$ cat config.mk
export PLATFORM = sky130hd
export DESIGN_NAME = pipeline_fifo_buffer
export DESIGN_NICKNAME = d
export VERILOG_FILES = /design/src/rtl/pipeline_fifo_buffer_pkg.sv /design/src/rtl/pipeline_fifo_buffer_pointer_wrap_counter.sv /design/src/rtl/pipeline_fifo_buffer_register.sv /design/src/rtl/pipeline_fifo_buffer.sv
export SDC_FILE = /design/constraint.sdc
export NUM_CORES = 1
export LEC_CHECK = 0
export ABC_AREA = 1
export CORE_MARGIN = 5
export CORE_UTILIZATION = 25
export CTS_BUF_LIST = sky130_fd_sc_hd__clkbuf_16
export DETAILED_ROUTE_END_ITERATION = 10
export GPL_TIMING_DRIVEN = 0
export SYNTH_ARGS = -nofsm -noshare
export SYNTH_HDL_FRONTEND = slang
export SYNTH_SLANG_ARGS = --single-unit
$ cat constraint.sdc
create_clock -name clock -period 2.5 [get_ports clock]
set_input_delay 0.25 -clock clock [delete_from_list [all_inputs] [get_ports clock]]
set_output_delay 0.25 -clock clock [all_outputs]
set_load 0.01 [all_outputs]
$ cat src/rtl/pipeline_fifo_buffer_pkg.sv
// Shared types for the pipeline FIFO buffer: one decoded handshake operation per cycle.
package pipeline_fifo_buffer_pkg;

    typedef enum logic [1:0] {
        OP_IDLE     = 2'b00,
        OP_PUSH     = 2'b01,
        OP_POP      = 2'b10,
        OP_PUSH_POP = 2'b11
    } op_t;

    function automatic op_t decode_op(input logic wr, input logic rd);
        return op_t'({rd, wr});
    endfunction

endpackage

$ cat src/rtl/pipeline_fifo_buffer_pointer_wrap_counter.sv
// Modulo-N index counter; wraps MODULO-1 -> 0 explicitly so MODULO need not be a power of 2.
module pointer_wrap_counter #(
    parameter int WIDTH  = 2,
    parameter int MODULO = 4
) (
    input  logic             clock,
    input  logic             clear,
    input  logic             increment,
    output logic [WIDTH-1:0] value
);

    localparam logic [WIDTH-1:0] LAST = WIDTH'(MODULO - 1);

    always_ff @(posedge clock) begin
        if (clear) begin
            value <= '0;
        end else if (increment) begin
            value <= (value == LAST) ? '0 : value + WIDTH'(1);
        end
    end

endmodule

$ cat src/rtl/pipeline_fifo_buffer_register.sv
// Loadable register with synchronous active-high clear to zero.
module clear_register #(
    parameter int WIDTH = 1
) (
    input  logic             clock,
    input  logic             clear,
    input  logic             load,
    input  logic [WIDTH-1:0] d,
    output logic [WIDTH-1:0] q
);

    // NOTE: sequential state uses non-blocking assignments so every register samples pre-edge values.
    always_ff @(posedge clock) begin
        if (clear) begin
            q <= '0;
        end else if (load) begin
            q <= d;
        end
    end

endmodule

$ cat src/rtl/pipeline_fifo_buffer.sv
// DEPTH-entry ready/valid FIFO, 1 word/cycle, no input->output combinational path,
// optional circular mode where a write into a full buffer replaces the oldest word.
module pipeline_fifo_buffer
    import pipeline_fifo_buffer_pkg::*;
#(
    parameter int WORD_WIDTH      = 8,
    parameter int DEPTH           = 4,
    parameter int CIRCULAR_BUFFER = 0
) (
    input  logic                         clock,
    input  logic                         clear,
    input  logic                         input_valid,
    output logic                         input_ready,
    input  logic [WORD_WIDTH-1:0]        input_data,
    output logic                         output_valid,
    input  logic                         output_ready,
    output logic [WORD_WIDTH-1:0]        output_data,
    output logic [$clog2(DEPTH+1)-1:0]   occupancy,
    output logic                         dropped
);

    localparam int ADDR_WIDTH  = $clog2(DEPTH);
    localparam int COUNT_WIDTH = $clog2(DEPTH + 1);
    localparam logic [COUNT_WIDTH-1:0] FULL_COUNT = COUNT_WIDTH'(DEPTH);

    logic [WORD_WIDTH-1:0]  storage [DEPTH];
    logic [DEPTH-1:0]       entry_load;
    logic [ADDR_WIDTH-1:0]  read_ptr;
    logic [ADDR_WIDTH-1:0]  write_ptr;
    logic [COUNT_WIDTH-1:0] count;
    logic [COUNT_WIDTH-1:0] count_next;
    logic                   count_load;
    logic                   read_advance;
    logic                   write_advance;
    logic                   drop_next;
    logic                   wr;
    logic                   rd;

    // NOTE: storage entries are cleared too, so output_data is a defined 0 after clear rather than stale data.
    for (genvar i = 0; i < DEPTH; i++) begin : g_entry
        clear_register #(.WIDTH(WORD_WIDTH)) u_entry (
            .clock (clock),
            .clear (clear),
            .load  (entry_load[i]),
            .d     (input_data),
            .q     (storage[i])
        );
    end

    clear_register #(.WIDTH(COUNT_WIDTH)) u_count (
        .clock (clock),
        .clear (clear),
        .load  (count_load),
        .d     (count_next),
        .q     (count)
    );

    clear_register #(.WIDTH(1)) u_dropped (
        .clock (clock),
        .clear (clear),
        .load  (1'b1),
        .d     (drop_next),
        .q     (dropped)
    );

    pointer_wrap_counter #(.WIDTH(ADDR_WIDTH), .MODULO(DEPTH)) u_read_ptr (
        .clock     (clock),
        .clear     (clear),
        .increment (read_advance),
        .value     (read_ptr)
    );

    pointer_wrap_counter #(.WIDTH(ADDR_WIDTH), .MODULO(DEPTH)) u_write_ptr (
        .clock     (clock),
        .clear     (clear),
        .increment (write_advance),
        .value     (write_ptr)
    );

    // Handshake flags come only from registered count, keeping both sides timing-isolated.
    assign input_ready  = (count != FULL_COUNT) || (CIRCULAR_BUFFER != 0);
    assign output_valid = (count != '0);
    assign wr           = input_valid & input_ready;
    assign rd           = output_valid & output_ready;
    assign output_data  = storage[read_ptr];
    assign occupancy    = count;

    // NOTE: every combinational output gets a default first, so no path can infer a latch.
    always_comb begin
        entry_load    = '0;
        count_load    = 1'b0;
        count_next    = count;
        read_advance  = 1'b0;
        write_advance = 1'b0;
        drop_next     = 1'b0;
        unique case (decode_op(wr, rd))
            OP_IDLE: ;
            OP_PUSH: begin
                entry_load[write_ptr] = 1'b1;
                write_advance         = 1'b1;
                if (count == FULL_COUNT) begin
                    // Circular overwrite: write_ptr == read_ptr, so the oldest word is retired.
                    read_advance = 1'b1;
                    drop_next    = 1'b1;
                end else begin
                    count_load = 1'b1;
                    count_next = count + COUNT_WIDTH'(1);
                end
            end
            OP_POP: begin
                read_advance = 1'b1;
                count_load   = 1'b1;
                count_next   = count - COUNT_WIDTH'(1);
            end
            OP_PUSH_POP: begin
                entry_load[write_ptr] = 1'b1;
                write_advance         = 1'b1;
                read_advance          = 1'b1;
            end
        endcase
    end

endmodule
Word level (Yosys, flattened, before mapping)
Cells that the tools add are included.
W data, S select, Z words.
{"block": "word_totals", "in_bits": 12, "reg_bits": 40, "output_inout_bits": 14}
{"block": "classes", "eq_ne": 8, "order_cmp": 3, "muxes": 15, "bitwise_logic": 4, "add_sub_neg": 4, "n_reduce_logical": 7}
{"operator": "$bmux W8 S2", "count": 1}
{"operator": "$mux W8", "count": 2}
{"operator": "$eq A2 B2 Y1 const B", "count": 4}
{"operator": "$pmux W3 S2", "count": 1}
{"operator": "$reduce_or A2 Y1", "count": 3}
{"operator": "$add A2 B1 Y2 const B", "count": 2}
{"operator": "$mux W1", "count": 4}
{"operator": "$mux W2", "count": 2}
{"operator": "$mux W4", "count": 1}
{"operator": "$pmux W1 S2", "count": 2}
{"operator": "$add A3 B1 Y3 const B", "count": 1}
{"operator": "$eq A3 B3 Y1 const B", "count": 1}
{"operator": "$ge A3 B3 Y1 const B", "count": 1}
{"operator": "$lt A2 B3 Y1 const B", "count": 1}
{"operator": "$mux W3", "count": 1}
{"operator": "$ne A3 B3 Y1 const B", "count": 1}
{"operator": "$not A2 Y3", "count": 1}
{"operator": "$reduce_and A3 Y1", "count": 1}
{"operator": "$reduce_bool A3 Y1", "count": 1}
{"operator": "$sub A3 B1 Y3 const B", "count": 1}
{"operator": "$and A1 B1 Y1", "count": 2}
{"operator": "$demux W1 S2", "count": 1}
{"operator": "$eq A2 B1 Y1 const B", "count": 1}
{"operator": "$ge A2 B1 Y1 const B", "count": 1}
{"operator": "other kinds (4)", "count": 4}

Longest topological paths before layout
{"block": "depth", "word_depth": 5, "ltp_mapped": 11, "mapped_depth_nobuf": 11}

Modules after synthesis
Synthesis repeated with hierarchy kept, for this count alone.
{"block": "unflattened", "cells_unflattened": 356, "hier_area_um2": 2259.7}
{"mod": "clear_register at g_entry[0].u_entry ...", "cells_each": 51, "n_inst": 4, "area_per_inst_um2": 341.6}
{"mod": "pipeline_fifo_buffer", "cells_each": 98, "n_inst": 1, "area_per_inst_um2": 528.0}
{"mod": "pointer_wrap_counter", "cells_each": 14, "n_inst": 2, "area_per_inst_um2": 100.1}
{"mod": "clear_register at u_count", "cells_each": 19, "n_inst": 1, "area_per_inst_um2": 120.1}
{"mod": "clear_register at u_dropped", "cells_each": 7, "n_inst": 1, "area_per_inst_um2": 45.0}

Worst setup path after synthesis
Ideal clock, no wire load.
{"block": "synth_timing", "path_type": "register -> register", "startpoint": "register u_count.q[0]", "endpoint": "register u_count.q[2]", "setup_ns": 0.115, "stages_incl_launch_ff": 10, "path_slack_ns": 0.838, "arrival_time_ns": 1.547, "path_buffers": 0, "required_time_ns": 2.385, "path_cell_list": "dfxtp_1 > nor2_4 > nand2_1 > nand2_1 > nand2_2 > fa_1 > inv_1 > nand3_1 > a21oi_1 > nor2_1"}
{"block": "synth_between", "elab_chain_cells": 5}
{"element": "start: declaration", "line_no": "pipeline_fifo_buffer_register.sv:9", "text": "output logic [WIDTH-1:0] q"}
{"element": "start signal: assignment", "line_no": "pipeline_fifo_buffer_register.sv:15", "text": "q <= '0;"}
{"element": "start signal: assignment", "line_no": "pipeline_fifo_buffer_register.sv:17", "text": "q <= d;"}
{"element": "$ne A3 B3 Y1 *", "line_no": "pipeline_fifo_buffer.sv:81", "text": "assign input_ready = (count != FULL_COUNT) || (CIRCULAR_BUFFER != 0);"}
{"element": "named net input_ready", "line_no": "pipeline_fifo_buffer.sv:13", "text": "output logic input_ready,"}
{"element": "$and A1 B1 Y1 *", "line_no": "pipeline_fifo_buffer.sv:83", "text": "assign wr = input_valid & input_ready;"}
{"element": "$eq A2 B2 Y1 or $eq A2 B1 Y1 (tied branches)", "line_no": "pipeline_fifo_buffer.sv:96", "text": "unique case (decode_op(wr, rd))"}
{"element": "$pmux W1 S2 (tied with other cells)", "line_no": "pipeline_fifo_buffer.sv:96"}
{"element": "$reduce_and A3 Y1 (no line)"}
Mark *: on every way through the listed nets, which the timed path passes. The rest lies on a longest branch. The select of a mux whose other input is x is not followed.
A chain may end at the register's enable or synchronous reset.

Final worst setup path
{"block": "layout_timing", "startpoint": "register u_read_ptr.value[0]", "endpoint": "output port output_data[2]"}
{"block": "layout_between", "elab_chain_cells": 4}
{"element": "start: declaration", "line_no": "pipeline_fifo_buffer_pointer_wrap_counter.sv:9", "text": "output logic [WIDTH-1:0] value"}
{"element": "start signal: assignment", "line_no": "pipeline_fifo_buffer_pointer_wrap_counter.sv:18", "text": "value <= (value == LAST) ? '0 : value + WIDTH'(1);"}
{"element": "$not A2 Y3 (not written as such)", "line_no": "pipeline_fifo_buffer.sv:85", "text": "assign output_data = storage[read_ptr];"}
{"element": "$bmux W8 S2", "line_no": "pipeline_fifo_buffer.sv:85"}
{"element": "$mux W8 (not written as such) (2 in a row)", "line_no": "pipeline_fifo_buffer.sv:85"}
{"element": "end: declaration", "line_no": "pipeline_fifo_buffer.sv:17", "text": "output logic [WORD_WIDTH-1:0] output_data,"}
Every way passes these cells. The select of a mux whose other input is x is not followed.

==> impl_metrics.py <==
metrics = {
    "floorplanning": {
        "die_y_um": 95.5,
        "pin_count": 26,
        "dieArea_mm2": 0.00913,
        "start_util_pct": 25.5,
        "core_mm2": 0.00718,
        "rows": 31,
        "fp.dieW_um": 95.5,
    },
    "synthesis": {
        "synthCells": 246,
        "yosysMostFrequentCell": "nand2_1",
        "yosys.area.top_type_share_pct": 43.8,
        "synthArstFlopShare_pct": 0,
        "ys_ff_latch": 40,
        "synth.distinct_cells": 19,
        "synth_nets": 264,
        "synthesis.area_mm2": 0.00183,
        "synth.avg_cell_area_um2": 7.44,
        "yosysTopAreaCell": "dfxtp_1",
        "ys_seq_area_share_pct": 43.8,
        "synth_common_cells": "41 x nand2_1, 40 x dfxtp_1, 37 x a21oi_1, 35 x nand3_1, 23 x nor2_1",
        "synth_ff_type": "dfxtp_1",
        "synthTopCellsByArea": "dfxtp_1 44%, a21oi_1 10%, nand3_1 9.6%, nand2_1 8.4%, o21ai_0 6.0%",
        "yosysWarnings": 0,
        "synth_edf_count": 0,
    },
    "outcome": {
        "status": "finished clean",
    },
    "pwr": {
        "power.density_mw_per_mm2": 1010,
        "ir_drop_mv": 0.388,
        "leakage_nw": 0.905,
    },
    "finish": {
        "stdcell_count": 378,
        "n_antenna_cell": 0,
        "fin_area_mm2": 0.00242,
        "postLayoutCoreUtil_pct": 33.8,
        "drive_gt1_share_pct": 9.68,
        "syn2layout_area_growth_pct": 32.5,
        "nets": 296,
    },
    "setup_path": {
        "r2r_slack_ns": 0.80,
        "crit_path_start_kind": "flop",
        "worstPathRequired_ns": 2.25,
        "cp_data_arrival_time_ns": 2.04,
        "crit_fanout": 10,
        "worstSetupPathType": "reg -> out",
        "worst_setup_path_end_kind": "primary output",
    },
    "timing": {
        "drv_slew": 0,
        "setup_viol": 0,
        "rsz0062_at_grt": "no",
        "fmax_mhz": 437,
        "finalCriticalPeriod_ns": 2.29,
        "setup_tns_ns": 0,
        "max-slew-margin-rel_pct": 64.2,
        "hold_viol_final": 0,
        "tightest_slew_ns": 0.537,
        "fin_worst_skew_ns": 0.00417,
        "period_share_pct": 91.5,
    },
    "routing": {
        "via_count": 1789,
        "drt_wl_total_um": 5210,
        "avgViaCountPerCell": 4.73,
        "drc": 0,
        "drt_iter0_drc": 149,
        "drt-pass1-iter-count": 4,
        "ant_nets": 0,
        "wl_per_cell_um": 13.8,
    },
    "global_route": {
        "antenna_found_initial": 0,
        "overflow": 0,
        "grt.busiest_layer": "met2",
        "use_met2_pct": 18.3,
        "grt_use_total_pct": 12.4,
        "grt_max_degree": 14,
        "grt_pass1_vias": 1743,
        "gr-usage-met3_pct": 3.08,
        "grt_util_met1_pct": 17.1,
        "grt_pass1_wl_um": 8660,
    },
    "placement": {
        "dp_cells": 369,
        "gp_congestion": 0.778,
        "dpl_cell_area_mm2": 0.00219,
        "io_buffer_count": 24,
        "dp_hpwl_um": 3410,
    },
    "clock_network": {
        "cts_sinks": 40,
        "clock_latency_ns": 0.28,
        "cts_max_level": 2,
        "path_clk_slew_ns": 0.06,
        "clock_tree.buffer_depth": 2,
        "cts_tree": "built",
        "cts_hold_buf": 0,
        "cts_buffers": 5,
        "root_buffer": "clkbuf_16",
    },
    "flow_run": {
        "cap_violations": 0,
    },
    "hold_path": {
        "min_path_type": "in -> reg",
    },
}
==> cell families (layout without fill, tap and decap cells) <==
kind of cell	Yosys count	count (layout)	share of synthesized area, %
buffers and inverters	28	61	7.80
DFF	40	40	43.8
AOI/OAI and AO/OA	68	68	19.4
and+or+nand+nor	103	103	24.4
other	1	1	0.205
adders and majority gates	6	6	4.51
==> layout by cell type (no fill, tap or decap) <==
cell,instances
clkbuf_4,1
inv_2,1
nor2_1,23
nand2_2,3
nand3_1,35
inv_1,11
clkbuf_2,1
clkbuf_16,5
a21oi_1,37
clkdlybuf4s50_1,24
buf_2,5
bufinv_16,3
clkbuf_1,3
o21ai_0,22
ha_1,5
o22ai_1,8
fa_1,1
a21oi_2,1
nand2_1,41
buf_6,4
nor2_4,1
buf_1,1
dfxtp_1,40
clkinvlp_4,1
buf_4,1
conb_1,1
==> critical path, stage by stage, from the launching register on <==
cell and delay [ns]:
dfxtp_1 0.32, buf_2 0.24, clkinvlp_4 0.18, clkbuf_4 0.23
o21ai_0 0.20, o22ai_1 0.09, clkdlybuf4s50_1 0.49
==> metal layers <==
| layer | part of all wire (%) | up-vias |
|---|---|---|
| met2 | 45 | 61 |
| met3 | 8.0 | 5 |
| met4 | 0.81 | 0 |
| li1 | - | 896 |
| met5 | 0 | - |
| met1 | 46 | 827 |
==> registers in the layout (all words and copies together) (netlist names) <==
| name | count |
|---|---|
| g_entry.u_entry.q | 32 |
| u_write_ptr.value | 2 |
| u_read_ptr.value | 2 |
| u_dropped.q | 1 |
| u_count.q | 3 |
==> final timing paths <==
path,startpoint,to,cells past startpoint
min,clear,g_entry[3].u_entry.q[1]$_SDFFE_PP0P_,2
min reg2reg,g_entry[2].u_entry.q[3]$_SDFFE_PP0P_,g_entry[2].u_entry.q[3]$_SDFFE_PP0P_,2
max reg2reg,u_count.q[0]$_SDFFE_PP0P_,u_count.q[2]$_SDFFE_PP0P_,9
max,u_read_ptr.value[0]$_SDFFE_PP0P_,output_data[2],6
==> report_power, final <==
group / leakage [nW] / switching [mW] / internal [mW]
Combinational: 0.475 / 0.429 / 0.332
Clock: 0.104 / 0.258 / 0.673
Sequential: 0.326 / 0.0586 / 0.702
==> timing repair <==
item,4_1_cts,5_1_grt
resized for setup,0,4
setup endpoints to repair,0,5
buffers inserted,0,1
==> layout make-up <==
class                   instances  area [um^2]
fillers                       755         4750
multi-input cells             178          886
flip-flops and latches         40          801
repair buffers                 25          248
clock buffers                   5          125
well taps                      99          124
plain buffers                  15         97.6
clock inverters                 3         90.1
inverters                      13         52.6
==> per-stage QoR <==
stage	hold slack [ns]	power (mW)	setup slack, ns
after global routing	0.346	2.60	0.0151
after CTS	0.292	2.46	0.0854
after floorplan	0.414	1.20	0.838
after global placement	0.444	1.52	0.388
after detailed placement	0.449	1.52	0.390
final	0.295	2.45	0.212
Note: power is estimated with default switching activity, not from simulation.
